$ cat src/rtl/mem_arb_pkg.sv
// Shared types and defaults for the three-master memory arbiter.
// Master indices: 0 = instruction fetch, 1 = data, 2 = DMA.
package mem_arb_pkg;

    localparam int          NUM_MASTERS        = 3;
    localparam int unsigned DEF_TIMEOUT_CYCLES = 255;
    localparam logic [31:0] DEF_ERR_DATA       = 32'h0000_0000;

    typedef enum logic [1:0] {
        ST_IDLE   = 2'd0,
        ST_ACCESS = 2'd1,
        ST_RESP   = 2'd2
    } arb_state_e;

    // Next master index in the round-robin ring (0 -> 1 -> 2 -> 0).
    function automatic logic [1:0] rr_next(input logic [1:0] idx);
        logic [1:0] nxt;
        case (idx)
            2'd0:    nxt = 2'd1;
            2'd1:    nxt = 2'd2;
            default: nxt = 2'd0;
        endcase
        return nxt;
    endfunction

endpackage

$ cat src/rtl/rr_priority_picker.sv
// Combinational round-robin picker: searches last+1, last+2, last+0 (mod 3)
// and returns the first requesting master.
module rr_priority_picker
    import mem_arb_pkg::*;
(
    input  logic [NUM_MASTERS-1:0] i_req,
    input  logic [1:0]             i_last,
    output logic [1:0]             o_idx,
    output logic                   o_valid
);

    // Padded to four entries so a 2-bit index never falls outside the vector.
    logic [3:0] w_req4;
    assign w_req4 = {1'b0, i_req};

    always_comb begin
        logic [1:0] cand;
        o_idx   = 2'd0;
        o_valid = 1'b0;
        cand    = rr_next(i_last);
        for (int k = 0; k < NUM_MASTERS; k++) begin
            if (!o_valid && w_req4[cand]) begin
                o_idx   = cand;
                o_valid = 1'b1;
            end
            cand = rr_next(cand);
        end
    end

endmodule

$ cat src/rtl/mem_rr_arbiter.sv
// Round-robin arbiter giving three masters one-at-a-time access to a single
// memory port, with a per-access timeout that returns ERR_DATA and an error flag.
module mem_rr_arbiter
    import mem_arb_pkg::*;
#(
    parameter int unsigned TIMEOUT_CYCLES = DEF_TIMEOUT_CYCLES,
    parameter logic [31:0] ERR_DATA       = DEF_ERR_DATA
) (
    input  logic        clk_i,
    input  logic        rst_i,

    input  logic        m0_rd_i,
    input  logic        m0_wr_i,
    input  logic [31:0] m0_addr_i,
    input  logic [31:0] m0_data_i,
    output logic        m0_ready_o,
    output logic [31:0] m0_data_o,
    output logic        m0_err_o,

    input  logic        m1_rd_i,
    input  logic        m1_wr_i,
    input  logic [31:0] m1_addr_i,
    input  logic [31:0] m1_data_i,
    output logic        m1_ready_o,
    output logic [31:0] m1_data_o,
    output logic        m1_err_o,

    input  logic        m2_rd_i,
    input  logic        m2_wr_i,
    input  logic [31:0] m2_addr_i,
    input  logic [31:0] m2_data_i,
    output logic        m2_ready_o,
    output logic [31:0] m2_data_o,
    output logic        m2_err_o,

    input  logic        mem_ready_i,
    input  logic [31:0] mem_data_i,
    output logic        mem_rd_o,
    output logic        mem_wr_o,
    output logic [31:0] mem_addr_o,
    output logic [31:0] mem_data_o,

    output logic [1:0]  grant_o,
    output logic        busy_o
);

    localparam logic [7:0] TMO_LIM = 8'(TIMEOUT_CYCLES);

    arb_state_e r_state, w_state_nxt;

    logic [1:0]             r_grant;
    logic [1:0]             r_last_grant;
    logic [7:0]             r_cnt;
    logic                   r_mem_rd;
    logic                   r_mem_wr;
    logic [31:0]            r_mem_addr;
    logic [31:0]            r_mem_data;
    logic [NUM_MASTERS-1:0] r_ready;
    logic [NUM_MASTERS-1:0] r_err;
    logic [31:0]            r_mdata [NUM_MASTERS];

    logic [NUM_MASTERS-1:0] w_req_rd;
    logic [NUM_MASTERS-1:0] w_req_wr;
    logic [NUM_MASTERS-1:0] w_req;
    logic [31:0]            w_req_addr [NUM_MASTERS];
    logic [31:0]            w_req_data [NUM_MASTERS];
    logic [1:0]             w_pick_idx;
    logic                   w_pick_vld;
    logic                   w_sel_rd;
    logic                   w_sel_wr;
    logic [31:0]            w_sel_addr;
    logic [31:0]            w_sel_data;
    logic [7:0]             w_cnt_inc;
    logic                   w_timeout;
    logic                   w_done;
    logic                   w_tmo_err;
    logic [NUM_MASTERS-1:0] w_grant_oh;

    assign w_req_rd      = {m2_rd_i, m1_rd_i, m0_rd_i};
    assign w_req_wr      = {m2_wr_i, m1_wr_i, m0_wr_i};
    assign w_req         = w_req_rd | w_req_wr;
    assign w_req_addr[0] = m0_addr_i;
    assign w_req_addr[1] = m1_addr_i;
    assign w_req_addr[2] = m2_addr_i;
    assign w_req_data[0] = m0_data_i;
    assign w_req_data[1] = m1_data_i;
    assign w_req_data[2] = m2_data_i;

    rr_priority_picker u_picker (
        .i_req   (w_req),
        .i_last  (r_last_grant),
        .o_idx   (w_pick_idx),
        .o_valid (w_pick_vld)
    );

    always_comb begin
        w_sel_rd   = 1'b0;
        w_sel_wr   = 1'b0;
        w_sel_addr = '0;
        w_sel_data = '0;
        for (int m = 0; m < NUM_MASTERS; m++) begin
            if (w_pick_idx == 2'(m)) begin
                w_sel_rd   = w_req_rd[m];
                w_sel_wr   = w_req_wr[m];
                w_sel_addr = w_req_addr[m];
                w_sel_data = w_req_data[m];
            end
        end
    end

    // A memory completion on the timeout cycle wins: the access is a success.
    assign w_cnt_inc  = r_cnt + 8'd1;
    assign w_timeout  = (w_cnt_inc == TMO_LIM);
    assign w_done     = (r_state == ST_ACCESS) && (mem_ready_i || w_timeout);
    assign w_tmo_err  = !mem_ready_i && w_timeout;
    assign w_grant_oh = 3'b001 << r_grant;

    always_ff @(posedge clk_i) begin
        if (rst_i) r_state <= ST_IDLE;
        else       r_state <= w_state_nxt;
    end

    always_comb begin
        w_state_nxt = r_state;
        case (r_state)
            ST_IDLE:   if (w_pick_vld) w_state_nxt = ST_ACCESS;
            ST_ACCESS: if (w_done)     w_state_nxt = ST_RESP;
            ST_RESP:                   w_state_nxt = ST_IDLE;
            default:                   w_state_nxt = ST_IDLE;
        endcase
    end

    always_ff @(posedge clk_i) begin
        if (rst_i) begin
            r_grant      <= 2'd0;
            r_last_grant <= 2'd2;
            r_cnt        <= 8'd0;
            r_mem_rd     <= 1'b0;
            r_mem_wr     <= 1'b0;
            r_mem_addr   <= '0;
            r_mem_data   <= '0;
            r_ready      <= '0;
            r_err        <= '0;
            for (int m = 0; m < NUM_MASTERS; m++) r_mdata[m] <= '0;
        end else begin
            // The ready/err pulse lives exactly in the single RESP cycle.
            r_ready <= w_done ? w_grant_oh : '0;
            r_err   <= (w_done && w_tmo_err) ? w_grant_oh : '0;

            if (r_state == ST_IDLE && w_pick_vld) begin
                r_grant      <= w_pick_idx;
                r_last_grant <= w_pick_idx;
                r_cnt        <= 8'd0;
                r_mem_wr     <= w_sel_wr;
                r_mem_rd     <= w_sel_rd && !w_sel_wr;
                r_mem_addr   <= w_sel_addr;
                r_mem_data   <= w_sel_data;
            end

            if (r_state == ST_ACCESS) r_cnt <= w_cnt_inc;

            if (w_done) begin
                r_mem_rd <= 1'b0;
                r_mem_wr <= 1'b0;
                for (int m = 0; m < NUM_MASTERS; m++) begin
                    if (r_mem_rd && r_grant == 2'(m))
                        r_mdata[m] <= w_tmo_err ? ERR_DATA : mem_data_i;
                end
            end
        end
    end

    assign mem_rd_o   = r_mem_rd;
    assign mem_wr_o   = r_mem_wr;
    assign mem_addr_o = r_mem_addr;
    assign mem_data_o = r_mem_data;
    assign grant_o    = r_grant;
    assign busy_o     = (r_state != ST_IDLE);

    assign m0_ready_o = r_ready[0];
    assign m1_ready_o = r_ready[1];
    assign m2_ready_o = r_ready[2];
    assign m0_err_o   = r_err[0];
    assign m1_err_o   = r_err[1];
    assign m2_err_o   = r_err[2];
    assign m0_data_o  = r_mdata[0];
    assign m1_data_o  = r_mdata[1];
    assign m2_data_o  = r_mdata[2];

endmodule

$ cat config.mk
export PLATFORM = sky130hd
export DESIGN_NAME = mem_rr_arbiter
export DESIGN_NICKNAME = d
export VERILOG_FILES = /design/src/rtl/mem_arb_pkg.sv /design/src/rtl/rr_priority_picker.sv /design/src/rtl/mem_rr_arbiter.sv
export SDC_FILE = /design/constraint.sdc
export NUM_CORES = 1
export LEC_CHECK = 0
export CORE_AREA = 8 8 152 154
export CTS_BUF_LIST = sky130_fd_sc_hd__clkbuf_16
export CTS_CLUSTER_SIZE = 24
export DETAILED_ROUTE_END_ITERATION = 12
export DIE_AREA = 0 0 160 162
export MAX_ROUTING_LAYER = met4
export PLACE_DENSITY = 0.75
export SETUP_SLACK_MARGIN = 0.3
export SLEW_MARGIN = 20
export SYNTH_ARGS = -nofsm -noshare
export SYNTH_HDL_FRONTEND = slang
export SYNTH_SLANG_ARGS = --single-unit
$ cat constraint.sdc
create_clock -name clk_i -period 3.85 [get_ports clk_i]
set_input_delay 0.5775 -clock clk_i [delete_from_list [all_inputs] [get_ports clk_i]]
set_output_delay 0.5775 -clock clk_i [all_outputs]
set_load 0.05 [all_outputs]
-- Yosys cells after proc, flatten, opt, wreduce, memory -nomap -nowiden
Memories as Yosys holds them, arrays and structs flattened.
Index checks and enable logic that the tools add are counted.
- flip-flop bits (word level): 86
- memory bits (writable): 96
- input bits: 233
- output and inout port bits: 171
- word-level logic and storage cells: 110
- memories kept: 1
- add/sub/neg operators: 1
- $lt $le $gt $ge: 3
- eq/ne operators: 11
- shifts and indexed selects: 1
- muxes and demuxes: 50
- bitwise gates (word level): 6
- reductions and logical operators: 27
- memory list (name ; words ; bits a word ; rd ports ; clocked after memory_dff ; write ports ; line ; RTL):
    r_mdata ; 3 ; 32 ; 3 ; 0 ; 3 ; mem_rr_arbiter.sv:60 ; logic [31:0] r_mdata [NUM_MASTERS];
- operators with widths (kind ; number):
    $mux 32 ; 10
    $mux 1 ; 26
    $mux 8 ; 2
    $pmux 2 s2 ; 4
    $eq 2x1->1 const B ; 6
    $logic_not 2->1 ; 6
    $logic_and 1x1->1 ; 10
    $mux 2 ; 5
    $lt 2x3->1 const B ; 3
    $add 8x1->8 const B ; 1
    $eq 8x8->1 const B ; 1
    $bmux 1 s2 ; 3
    $reduce_or 2->1 ; 3
    $eq 2x2->1 const B ; 2
    $logic_not 1->1 ; 4
    $ne 2x2->1 const B ; 2
    $reduce_bool 2->1 ; 2
    $or 1x1->1 ; 3
    $or 3x3->3 ; 1
    $shl 1x2->3 const A ; 1
    $not 1->1 ; 2
    $reduce_and 2->1 ; 1
    $logic_or 1x1->1 ; 1

-- Longest topological paths before layout
- depth after elaboration: 17
- gate-level depth with buffers: 9
- mapped depth without buffers: 7

-- Modules after synthesis
A second synthesis with hierarchy kept.
- cells, all modules: 694
- area, all modules: 7606.0 µm²
- modules (own cells, without submodules) (module ; instances ; cells an instance ; area an instance (µm²) ; sequential area each (µm²)):
    mem_rr_arbiter ; 1 ; 686 ; 7556.0 ; 4584.4
    rr_priority_picker ; 1 ; 8 ; 50.0 ; 0.0

-- Worst setup path before layout
OpenSTA, ideal clock, no wires.
- kind: register -> register
- from: register r_cnt[1]
- to: memory r_mdata[0][0], enable pin
- setup time: 390 ps
- data arrival time: 2285 ps
- data required time: 3460 ps
- setup slack: 1175 ps
- cell stages (with the launch flop): 9
- buffers on the path: 2
- clock period less this slack: 2675 ps
- cells stage by stage: dfxtp_1 -> ha_1 -> clkbuf_1 -> nand2_1 -> nor3_1 -> o32ai_2 -> nand2b_1 -> buf_2 -> a41o_1
- RTL lines (element ; line ; RTL):
    from (decl) ; mem_rr_arbiter.sv:53 ; logic [7:0] r_cnt;
    from (signal assigned) ; mem_rr_arbiter.sv:160 ; if (r_state == ST_ACCESS) r_cnt <= w_cnt_inc;
    to (decl) ; mem_rr_arbiter.sv:60 ;

==> out/metrics.yaml <==
timing:
  fin_ws_ns: 1.154
  drv_slew: 0
  hold_violations: 0
  post-route-period-util_pct: 70.02
  maxSlewHeadroom_pct: 47.21
  whs_ns: 0.4904
  worst_pin_slew_ns: 0.7893
  skew_ns: 0.01307
  fmax_ghz: 0.3710
  period_needed_ns: 2.696
  tns_ns: 0
  grt_setup_unrepaired: "no"
  finalSetupViolCount: 0
synthesis:
  synthCells: 561
  ys_warn_count: 0
  syn_nets: 796
  synth_ff_type: "edfxtp_1"
  synth-edff-count: 96
  syn-cell-area_mm2: 0.007430
  async_flop_share_pct: 0
  synth.distinct_cells: 52
  ys_seq_elements: 181
  yosysSeqAreaShare_pct: 61.70
  avgSynthCellArea_um2: 13.24
clock_tree:
  numCtsBuffers: 17
  clkTransAtPathRegs_ns: 0.08
  ctsRootBufferMaster: "clkbuf_16"
  htree_levels: 4
  ctsResizeCount: 0
  postCtsSetupBuffers: 0
  cts.sinks: 181
  clkLatencyLatePin_ns: 0.42
  cts_max_path_buffers: 2
  cts_tree: "yes"
  cts_hold_buf: 0
flow_run:
  cap_viol_max_count: 0
placed_design:
  gp_congestion: 0.8192
  pre_cts_ws_ns: 1.045
  dp_cells: 1214
  placed_area_mm2: 0.01177
  dp_hpwl_um: 20370
  portBuffers: 403
power:
  max-vdd-ir-drop_mv: 0.2740
  p_leak_uw: 0.004457
  pwr-share-comb_pct: 29.2
  pwr-share-clk_pct: 30.4
  switching_share_pct: 33.86
  p_int_uw: 3724
  seqPwrFrac_pct: 40.3
  p_per_area_mw_per_mm2: 455.9
  p_switching_uw: 1906
worst_hold_path:
  hold_depth: 2
  hold_end: "mem_addr_o[13]"
  min_path_type: "reg -> reg"
  hp-start: "mem_addr_o[13]"
drt:
  vias: 6072
  dr.pass1.iters: 4
  postRouteAntennaNets: 0
  drt_iter0_drc: 332
  detail_route.vias_per_cell: 4.869
  drcViolationCount: 0
  routedWlPerCell_um: 20.49
  routed_wl_um: 25550
status:
  outcome: "complete, no violations"
layout:
  drive_gt1_share_pct: 12.56
  nets: 1193
  fin_area_mm2: 0.01235
  nFillCells: 1745
  stdcell_count: 1247
  area_growth_pct: 66.23
grt:
  grt_pass1_wl_um: 38210
  grt-ovfl-total: 0
  first_global_vias: 6421
  grt_max_degree: 64
  antenna_found_initial: 1
  grt_usage_pct: 19.61
critical_path:
  rrSetupSlack_ns: 1.15
  endpoint_kind: "flop"
  critPathRequiredTime_ns: 3.96
  cp_cell_sequence: "ha_1 > a21oi_1 > o211a_1 > o32ai_2 > nand2b_1 > a41o_1 > buf_4"
  crit_path_start_kind: "flop"
  max_stage_delay_ns: 0.49
  arrival_ns: 2.81
  path_buf_inv: 1
  path_delay_family: "compound AO/OA/AOI/OAI gates"
  r2r_start: "r_cnt[0]"
  crit_type: "reg -> reg"
  rr_worst_depth: 7
  crit_slowest_cell: "dfxtp_1"
  reg2reg_to: "r_mdata[0][30]"
  path_max_fanout: 32
die:
  die_h_um: 162
  die_x_um: 160
  die_area_mm2: 0.02592
  boundaryPins: 404
  start_util_pct: 35.91
  core_mm2: 0.02069
  fp-row-count: 53
power by group through the flow:
stage	sequential, µW	clock, µW	combinational, µW
6_report	2270	1710	1650
5_1_grt	2290	1820	1720
3_3_place_gp	2310	0	1650
3_5_place_dp	2320	0	1660
2_1_floorplan	2840	0	449
4_1_cts	2270	1760	1660
registers in the layout (all words and copies together), names as in the netlist:
name          flops
r_ready           3
r_last_grant      1
r_state           2
r_err             3
r_cnt             8
mem_data_o       32
mem_rd_o          1
mem_addr_o       32
r_mdata          96
mem_wr_o          1
grant_o           2
synth_stat cells (all sizes together) (4+ instances only):
library cell / instances / share of area (%)
a31oi: 4 / 0.34
and2: 32 / 2.7
nand2b: 7 / 0.59
o21ai: 68 / 7.6
nor2: 24 / 1.2
buf: 27 / 2.5
clkbuf: 13 / 0.66
edfxtp: 96 / 39
nand3: 4 / 0.27
a22oi: 64 / 6.5
dfxtp: 85 / 23
nand2: 16 / 0.81
mux2i: 63 / 8.5
a21oi: 12 / 0.86
cell type report:
| class | count | area [µm²] | share of cell area, % |
|---|---|---|---|
| timing repair buffer | 418 | 4197 | 33.98 |
| clock buffer | 17 | 425.4 | 3.444 |
| inverter | 3 | 11.26 | 0.09118 |
| sequential | 181 | 4584 | 37.12 |
| antenna | 1 | 2.502 | 0.02026 |
| tap | 275 | 344.1 | 2.786 |
| clock inverter | 15 | 156.4 | 1.266 |
| multi-input combinational | 337 | 2630 | 21.29 |
cell families after synthesis:
kind of cell,count (synthesis),share of synthesized area (%)
flip-flops,181,61.70
AO/OA/AOI/OAI,172,18.86
AND/OR/NAND/NOR,100,7.258
multiplexers,63,8.488
buffers and inverters,43,3.351
adder cells (fa/ha/maj),2,0.3368
worst min-delay path, cell delays in order, from the launching register on:
cell and delay (ns):
dfxtp_1 0.33, a22oi_1 0.09, o21ai_2 0.05
placed cells by master, fill, tap and decap left out, types with 3 or more instances in the layout:
cell and count:
a21oi_1 11, a22oi_1 64, a311oi_1 3, a31oi_1 4, and2_1 32, buf_12 4
buf_4 11, clkbuf_16 17, clkdlybuf4s50_1 403, clkinv_4 5, dfxtp_1 85, edfxtp_1 96
inv_1 4, inv_8 6, mux2i_1 63, nand2_1 16, nand2b_1 7, nand3_1 4
nor2_1 22, nor3_1 3, o21ai_0 4, o21ai_1 4, o21ai_2 60
per-layer routing:
metal	track usage, %	vias up	part of all wire (%)
met2	33.49	289	50
met5	-	-	0
met1	21.67	2822	40
met4	5.862	0	1.7
met3	6.252	23	8.3
li1	-	2938	-
metrics by stage:
stage                     util (%)  total power (µW)
after detailed placement     56.87              3975
after global placement       56.87              3960
final                        59.69              5630
after CTS                    59.68              5692
after floorplan                  -              3291
after global routing         59.69              5827
how the worst max path moves through the flow:
stage / depth (start not counted) / start / endpoint
6_report: 7 / r_cnt[0] / r_mdata[0][30]
5_1_grt: 7 / r_cnt[0] / r_mdata[0][30]
4_1_cts: 7 / r_cnt[0] / r_mdata[0][30]
3_5_place_dp: 7 / m2_wr_i / mem_addr_o[11]
3_3_place_gp: 7 / m2_wr_i / mem_addr_o[11]
2_1_floorplan: 8 / r_cnt[1] / r_mdata[0][0]
(Power assumes the default switching activity.)
